===== config.mk =====
export PLATFORM = sky130hd
export DESIGN_NAME = mem_ctrl
export DESIGN_NICKNAME = d
export VERILOG_FILES = /design/src/rtl/lc3_pkg.sv /design/src/rtl/mem_mmio_regs.sv /design/src/rtl/mem_ctrl.sv
export SDC_FILE = /design/constraint.sdc
export NUM_CORES = 1
export LEC_CHECK = 0
export ABC_CLOCK_PERIOD_IN_PS = 2300
export CAP_MARGIN = 25
export CORE_MARGIN = 2
export CORE_UTILIZATION = 41
export CTS_CLUSTER_SIZE = 28
export DETAILED_ROUTE_END_ITERATION = 6
export PLACE_DENSITY = 0.83
export SLEW_MARGIN = 15
export SYNTH_ARGS = -nofsm -noshare
export SYNTH_HDL_FRONTEND = slang
export SYNTH_SLANG_ARGS = --single-unit

===== constraint.sdc =====
create_clock -name clk -period 2.3 [get_ports clk]
set_input_delay 0.23 -clock clk [delete_from_list [all_inputs] [get_ports clk]]
set_output_delay 0.23 -clock clk [all_outputs]
set_load 0.05 [all_outputs]

===== src/rtl/lc3_pkg.sv =====
// Shared LC-3 definitions: memory-unit FSM encoding and the memory-mapped I/O
// register addresses used by mem_ctrl and mem_mmio_regs.
package lc3_pkg;

  localparam logic [1:0] S_IDLE = 2'd0;
  localparam logic [1:0] S_REQ  = 2'd1;
  localparam logic [1:0] S_DONE = 2'd2;

  localparam logic [15:0] KBSR_ADDR = 16'hFE00;
  localparam logic [15:0] KBDR_ADDR = 16'hFE02;
  localparam logic [15:0] DSR_ADDR  = 16'hFE04;
  localparam logic [15:0] DDR_ADDR  = 16'hFE06;

  function automatic logic is_mmio(input logic [15:0] addr);
    return (addr == KBSR_ADDR) || (addr == KBDR_ADDR) ||
           (addr == DSR_ADDR)  || (addr == DDR_ADDR);
  endfunction

endpackage


===== src/rtl/mem_mmio_regs.sv =====
// Keyboard/display memory-mapped registers: address decode, read mux and the
// registered kbd_rd / dsp_data / dsp_valid outputs.
module mem_mmio_regs
  import lc3_pkg::*;
(
  input  logic        clk,
  input  logic        rst_n,
  input  logic        start,
  input  logic [15:0] addr,
  input  logic        r_w,
  input  logic [7:0]  wdata,
  input  logic [7:0]  kbd_data,
  input  logic        kbd_valid,
  input  logic        dsp_ready,
  output logic        hit,
  output logic [15:0] rdata,
  output logic        kbd_rd,
  output logic [7:0]  dsp_data,
  output logic        dsp_valid
);

  logic kbdr_read;
  logic ddr_write;

  assign hit       = is_mmio(addr);
  assign kbdr_read = start && !r_w && (addr == KBDR_ADDR);
  assign ddr_write = start &&  r_w && (addr == DDR_ADDR);

  // NOTE: rdata gets a default before the case so no path leaves it unassigned,
  // which would otherwise infer a latch.
  always_comb begin
    rdata = '0;
    case (addr)
      KBSR_ADDR: rdata = {kbd_valid, 15'b0};
      KBDR_ADDR: rdata = {8'h00, kbd_data};
      DSR_ADDR:  rdata = {dsp_ready, 15'b0};
      default:   rdata = '0;
    endcase
  end

  always_ff @(posedge clk or negedge rst_n) begin
    if (!rst_n) begin
      kbd_rd    <= 1'b0;
      dsp_valid <= 1'b0;
      dsp_data  <= 8'h00;
    end else begin
      kbd_rd    <= kbdr_read;
      dsp_valid <= ddr_write;
      if (ddr_write) dsp_data <= wdata;
    end
  end

endmodule


===== src/rtl/mem_ctrl.sv =====
// LC-3 memory access unit: MAR/MDR registers and a req/ack memory transaction
// FSM with timeout. Define MEM_CTRL_MMIO_EN to add the keyboard/display registers.
module mem_ctrl
  import lc3_pkg::*;
#(
  parameter int unsigned TIMEOUT_CYC = 64
) (
  input  logic        clk,
  input  logic        rst_n,
  input  logic [15:0] bus,
  input  logic        ld_mar,
  input  logic        ld_mdr,
  input  logic        mio_en,
  input  logic        r_w,
  output logic [15:0] mar,
  output logic [15:0] mdr,
  output logic        mem_ready,
  output logic        mem_err,
  output logic        mem_req,
  output logic        mem_we,
  output logic [15:0] mem_addr,
  output logic [15:0] mem_wdata,
  input  logic [15:0] mem_rdata,
  input  logic        mem_ack,
  input  logic [7:0]  kbd_data,
  input  logic        kbd_valid,
  output logic        kbd_rd,
  input  logic        dsp_ready,
  output logic [7:0]  dsp_data,
  output logic        dsp_valid
);

  logic [1:0]  state;
  logic [15:0] cnt;
  logic        timed_out;
  logic        start;
  logic        timeout_hit;
  logic        mmio_hit;
  logic [15:0] mmio_rdata;

  // A pending MAR/MDR load takes priority; the access starts the cycle after.
  assign start       = (state == S_IDLE) && mio_en && !ld_mar && !ld_mdr;
  assign timeout_hit = (TIMEOUT_CYC != 0) && (cnt == 16'(TIMEOUT_CYC - 1));

  assign mem_ready = (state == S_DONE);
  assign mem_err   = (state == S_DONE) && timed_out;

`ifdef MEM_CTRL_MMIO_EN
  mem_mmio_regs u_mmio (
    .clk       (clk),
    .rst_n     (rst_n),
    .start     (start),
    .addr      (mar),
    .r_w       (r_w),
    .wdata     (mdr[7:0]),
    .kbd_data  (kbd_data),
    .kbd_valid (kbd_valid),
    .dsp_ready (dsp_ready),
    .hit       (mmio_hit),
    .rdata     (mmio_rdata),
    .kbd_rd    (kbd_rd),
    .dsp_data  (dsp_data),
    .dsp_valid (dsp_valid)
  );
`else
  logic unused_mmio;

  assign mmio_hit    = 1'b0;
  assign mmio_rdata  = '0;
  assign kbd_rd      = 1'b0;
  assign dsp_data    = 8'h00;
  assign dsp_valid   = 1'b0;
  assign unused_mmio = ^{kbd_data, kbd_valid, dsp_ready};
`endif

  // NOTE: sequential state uses non-blocking assignments so every register
  // samples pre-edge values regardless of statement order.
  always_ff @(posedge clk or negedge rst_n) begin
    if (!rst_n) begin
      state     <= S_IDLE;
      cnt       <= '0;
      timed_out <= 1'b0;
      mar       <= '0;
      mdr       <= '0;
      mem_req   <= 1'b0;
      mem_we    <= 1'b0;
      mem_addr  <= '0;
      mem_wdata <= '0;
    end else begin
      case (state)
        S_IDLE: begin
          if (ld_mar)            mar <= bus;
          if (ld_mdr && !mio_en) mdr <= bus;
          if (start) begin
            timed_out <= 1'b0;
            if (mmio_hit) begin
              state <= S_DONE;
              if (!r_w) mdr <= mmio_rdata;
            end else begin
              state     <= S_REQ;
              cnt       <= '0;
              mem_req   <= 1'b1;
              mem_we    <= r_w;
              mem_addr  <= mar;
              mem_wdata <= mdr;
            end
          end
        end
        S_REQ: begin
          if (mem_ack) begin
            state   <= S_DONE;
            mem_req <= 1'b0;
            if (!mem_we) mdr <= mem_rdata;
          end else if (timeout_hit) begin
            state     <= S_DONE;
            mem_req   <= 1'b0;
            timed_out <= 1'b1;
            if (!mem_we) mdr <= '0;
          end else begin
            cnt <= cnt + 16'd1;
          end
        end
        S_DONE:  state <= S_IDLE;
        default: state <= S_IDLE;
      endcase
    end
  end

endmodule


==> impl_metrics.json, run 1 <==
{
  "grt.overflow.total": 0,
  "synth.top_cell.area_share_pct": 56.1,
  "slowest_delay_ns": 0.53,
  "max_slew_margin_pct": 65.1,
  "path_class": "register to register",
  "placed_cells": 606,
  "r2r-end": "mdr[5]",
  "power.density_nw_per_um2": 1060,
  "die-area_um2": 10000,
  "ys_top_cells_by_count": "nand2_1 (140), dfrtp_1 (85), o21ai_0 (23), mux2_2 (22), clkbuf_1 (18)",
  "dp.final_hpwl_mm": 7.23,
  "cp.required_ns": 2.53,
  "cp_top_family": "simple AND/OR/NAND/NOR gates",
  "grt_pass1_vias": 3303,
  "start_util_pct": 41.6,
  "clock_skew_ns": 0.0133,
  "r2r_cells": 5,
  "cts_num_sinks": 85,
  "antenna_found_initial": 0,
  "diodes": 0,
  "die_x_um": 100,
  "yosys_register_bits": 85,
  "clk_latency_ns": 0.35,
  "port_buffers": 106,
  "ys_types": 37,
  "cts_root_buf": "clkbuf_8",
  "syn_area_um2": 3790,
  "max_cap_violations": 0,
  "final_nets": 557,
  "yosysWarnings": 0,
  "crit_buf_inv": 1,
  "post-route-min-period_ns": 2.36,
  "coreArea_um2": 9110,
  "drv_slew": 0,
  "setup_viol": 16,
  "area_growth_pct": 40.3,
  "path_depth": 5,
  "synth.most_common_cell": "nand2_1",
  "h-tree-depth": 3,
  "slowest_stage": "or4_4",
  "yosys-top-cells-area": "dfrtp_1 (56%), nand2_1 (14%), mux2_2 (6.5%)",
  "drt_drc_violations_left": 0,
  "post_cts_buffers": 0,
  "period_share_pct": 103,
  "cts_tree": "built",
  "rsz0062_at_grt": "yes",
  "grt_max_degree": 53,
  "wl_per_cell_um": 16.0,
  "synthCells": 384,
  "fp.dieH_um": 100,
  "worst_pin_slew_ns": 0.522,
  "dp_slack_ns": -0.0625,
  "fin_util_pct": 58.4,
  "r2r_slack_ns": -0.06,
  "critPathMaxFanout": 6,
  "routed_wl_mm": 9.97,
  "placed_area_um2": 5080,
  "synth_area_leader_cell": "dfrtp_1",
  "crit_path_start_kind": "register",
  "final_cells": 623,
  "cp_common_cell": "or4_4",
  "end_kind": "register",
  "postLayoutCellArea_um2": 5320,
  "asyncSetResetFlopFracSynth_pct": 100,
  "synth-main-ff-cell": "dfrtp_1",
  "max_freq_ghz": 0.423,
  "setup_slack_ns": -0.0626,
  "clkTransAtPathRegs_ns": 0.08,
  "gp_congestion": 0.849,
  "cts_made_buffers": 9,
  "synth_edf_count": 0,
  "rows": 35,
  "vias_per_cell": 5.13,
  "timing.rr.start": "cnt[9]",
  "ioPinCount": 127,
  "detail-route-antenna-nets": 0,
  "violations": "negative setup slack",
  "crit_arrival_ns": 2.59,
  "power_mw": 5.65,
  "crit_chain": "or4_4 > or4_4 > o41a_1 > buf_4 > mux2_1",
  "grtUsageTotal_pct": 20.4,
  "drt-initial-drc-count": 216,
  "drive_gt1_share_pct": 14.8,
  "min_path_type": "input port to async pin",
  "syn_avg_cell_area_um2": 9.88,
  "cts_buffer_depth": 2,
  "final-hold-violation-count": 0,
  "seq_area_frac_synth_pct": 56.1,
  "status": "finished, violations left",
  "grt_pass1_wl_mm": 16.1,
  "ir_drop_mv": 0.698,
  "p_leak_nw": 2.48,
  "vias": 3195,
  "first_pass_iters": 4
}
power by group:
group,switching (mW),internal (mW)
combinational,1.63,0.862
sequential,0.262,1.83
clock,0.525,0.534
total,2.42,3.23
cells in the final DEF (no fill, tap or decap), drive strengths merged, types with 5 or more instances in the layout:
master,synthesis,routed
nand2,140,140
clkdlybuf4s50,0,105
dfrtp,85,85
mux2,32,32
buf,12,27
o21ai,23,23
clkbuf,18,11
conb,1,10
or4,8,8
a21oi,7,7
nor2,6,6
nand3,6,6
o31ai,6,6
o211ai,5,5
per-stage QoR:
stage / hold slack (ns) / setup TNS, ns
after floorplan: -0.0656 / -0.912
after global placement: 0.216 / -0.176
after detailed placement: 0.218 / -0.504
after CTS: 0.376 / -0.467
after global routing: 0.393 / -1.52
final: 0.381 / -0.620
timing repair:
item	in CTS	in global routing
hold endpoints to repair	33	0
resized for setup	7	3
endpoints found under the setup margin	11	16
hold buffers	1	0
sequential cells by signal (all words and copies together), names as in the netlist:
signal,cells
cnt,16
timed_out,1
state,2
mdr,16
mem_wdata,16
mem_we,1
mar,16
mem_req,1
mem_addr,16
metal layers:
| metal | wire (µm) | GRT usage, % |
|---|---|---|
| met5 | 0 | 0 |
| met4 | 127 | 7.48 |
| met3 | 663 | 5.64 |
| met2 | 4850 | 32.8 |
| met1 | 4330 | 26.6 |
layout make-up:
cell class	instances	area [µm²]
fill	756	3790
sequential	85	2130
multi-input combinational	276	1560
timing repair buffer	133	1290
clock buffer	11	141
tap	111	139
clock inverter	5	57.6
inverter	2	7.51
how the worst max path moves through the flow:
stage          startpoint      end  slack (ns)
2_1_floorplan      cnt[9]  mdr[10]       -0.09
3_3_place_gp       cnt[9]   mdr[9]       -0.02
3_5_place_dp       cnt[9]   mdr[8]       -0.06
4_1_cts            cnt[9]   mdr[5]       -0.06
5_1_grt            cnt[9]   mdr[5]       -0.13
6_report           cnt[9]   mdr[5]       -0.06
kinds of logic (layout without fill, tap and decap cells):
kind of cell / after synthesis / count (layout) / synth area share (%)
DFF: 85 / 85 / 56.1
and+or+nand+nor: 184 / 184 / 21.2
adders and majority gates: 1 / 1 / 0.330
buffers and inverters: 32 / 151 / 4.78
xor gates and xnor gates: 2 / 2 / 0.462
AOI/OAI and AO/OA: 47 / 47 / 7.52
muxes: 32 / 32 / 9.50
other: 1 / 10 / 0.0988
worst reg2reg max path: stages, from the launching register on:
cell and delay [ns]:
dfrtp_1 0.38, or4_4 0.53, or4_4 0.49, o41a_1 0.36, buf_4 0.18, mux2_1 0.30
Note: power is estimated with default switching activity, not from simulation.
==> inputs of run 2 (changes only) <==
--- a/config.mk
+++ b/config.mk
@@ -9,7 +9,7 @@
 export CAP_MARGIN = 25
 export CORE_MARGIN = 2
 export CORE_UTILIZATION = 41
-export CTS_CLUSTER_SIZE = 28
+export CTS_CLUSTER_SIZE = 20
 export DETAILED_ROUTE_END_ITERATION = 6
 export PLACE_DENSITY = 0.83
 export SLEW_MARGIN = 15
==> results of run 2 <==
Final layout, timing and power as in run 1 (identical DEF).
==> inputs of run 3 (changes only) <==
--- a/config.mk
+++ b/config.mk
@@ -7,7 +7,6 @@
 export LEC_CHECK = 0
 export ABC_CLOCK_PERIOD_IN_PS = 2300
 export CAP_MARGIN = 25
-export CORE_MARGIN = 2
 export CORE_UTILIZATION = 41
 export CTS_CLUSTER_SIZE = 20
 export DETAILED_ROUTE_END_ITERATION = 6
==> constraint.sdc (replaced) <==
create_clock -name clk -period 2.3 [get_ports clk]
set_input_delay 0.23 -clock clk [delete_from_list [all_inputs] [get_ports clk]]
set_output_delay 0.23 -clock clk [all_outputs]
set_load 0.1 [all_outputs]
==> impl_metrics.json, run 3 (synthesis gave the netlist of run 1 again) <==
{
  "dp.final_hpwl_mm": 7.15,
  "slowest_delay_ns": 0.53,
  "detail-route-antenna-nets": 0,
  "final-hold-violation-count": 0,
  "crit_arrival_ns": 2.64,
  "grt_pass1_wl_mm": 15.9,
  "post-route-min-period_ns": 2.40,
  "vias": 3214,
  "ir_drop_mv": 1.04,
  "max_cap_violations": 0,
  "rsz0062_at_grt": "yes",
  "h-tree-depth": 3,
  "setup_slack_ns": -0.0991,
  "postLayoutCellArea_um2": 5190,
  "max_freq_ghz": 0.417,
  "path_class": "register to register",
  "p_leak_nw": 2.57,
  "grt_pass1_vias": 3143,
  "crit_path_start_kind": "register",
  "setup_viol": 16,
  "clock_skew_ns": 0.0116,
  "fp.dieH_um": 98.2,
  "cts_buffer_depth": 2,
  "clk_latency_ns": 0.35,
  "status": "finished, violations left",
  "first_pass_iters": 7,
  "cts_tree": "built",
  "power.density_nw_per_um2": 1340,
  "power_mw": 6.97,
  "gp_congestion": 0.846,
  "ioPinCount": 127,
  "cp.required_ns": 2.54,
  "fin_util_pct": 58.7,
  "clkTransAtPathRegs_ns": 0.09,
  "drv_slew": 0,
  "slowest_stage": "or4_4",
  "coreArea_um2": 8850,
  "die-area_um2": 9640,
  "wl_per_cell_um": 16.2,
  "rows": 34,
  "diodes": 0,
  "final_common_cell": "nand2_1",
  "dp_slack_ns": -0.0723,
  "start_util_pct": 42.9,
  "tns_ns": -1.14,
  "post_cts_buffers": 0,
  "final_nets": 555,
  "antenna_found_initial": 0,
  "placed_area_um2": 4910,
  "drive_gt1_share_pct": 28.4,
  "crit_chain": "or4_4 > or4_4 > o41a_1 > buf_12 > mux2_1",
  "cts_made_buffers": 9,
  "die_x_um": 98.2,
  "drt-initial-drc-count": 216,
  "fillers": 735,
  "multiInputGateArea_um2": 1570,
  "register_area_um2": 2130,
  "port_buffers": 106,
  "grtUsageTotal_pct": 21.2,
  "final_cell_mix": "nand2_1 (140), buf_4 (89), dfrtp_1 (85), clkdlybuf4s50_1 (37), o21ai_0 (23)",
  "final_cells": 618,
  "critPathMaxFanout": 12,
  "worst_hold_slack_ns": 0.377,
  "cts_num_sinks": 85,
  "area_growth_pct": 36.8,
  "cts_root_buf": "clkbuf_8",
  "violations": "design-rule violations, negative setup slack",
  "crit_buf_inv": 1,
  "cp_common_cell": "or4_4",
  "cp_top_family": "simple AND/OR/NAND/NOR gates",
  "routed_wl_mm": 10.0,
  "drt_drc_violations_left": 8,
  "end_kind": "register",
  "grt_max_degree": 51,
  "min_path_type": "input port to async pin",
  "vias_per_cell": 5.20,
  "placed_cells": 601,
  "period_share_pct": 104,
  "grt.overflow.total": 0
}
run 3: cell count changes in the layout (fill, tap and decap cells not counted), sizes merged:
cell and delta:
clkdlybuf4s50 -68, buf +66, bufinv +1, clkbuf -1, clkinv -1, clkinvlp +1
run 3: layer usage:
metal	global-route usage, %	routed length, µm	up-vias
li1	-	-	1517
met1	26.9	4160	1546
met2	34.9	4890	137
met3	5.80	773	14
met4	7.58	178	0
met5	0	0	-
run 3: layout make-up:
cell class / instances / share of cell area [%]
Sequential cell: 85 / 41.0
Multi-Input combinational cell: 276 / 30.2
Timing Repair Buffer: 131 / 21.6
Clock buffer: 10 / 2.65
Tap cell: 108 / 2.60
Clock inverter: 6 / 1.81
Inverter: 2 / 0.145
run 3: power breakdown:
part / switching [mW] / internal (mW)
clock network: 0.562 / 0.649
logic: 2.93 / 0.742
registers: 0.260 / 1.83
run 3: timing repair:
item	CTS	global route
gates cloned	0	0
resized for setup	7	4
hold buffers	1	0
hold endpoints to repair	35	0
setup endpoints to repair	16	16
run 3: worst reg2reg max path: cells and delay by family (launching register included):
kind            cells  cell delay [ns]
compound gates      1             0.39
simple gates        2             1.02
flops               1             0.39
buf+inv             1             0.18
mux                 1             0.31
run 3: final timing paths:
kind                       depth (start not counted)  slack, ns        start      endpoint
max reg2reg                                        5       -0.1       cnt[9]        mdr[6]
min in group clk                                   3       0.41          r_w        mem_we
min                                                2       0.38        rst_n        cnt[5]
max in group asynchronous                          3       1.30        rst_n  mem_addr[12]
max                                                5       -0.1       cnt[9]        mdr[6]
min reg2reg                                        2       0.48  mem_addr[0]   mem_addr[0]
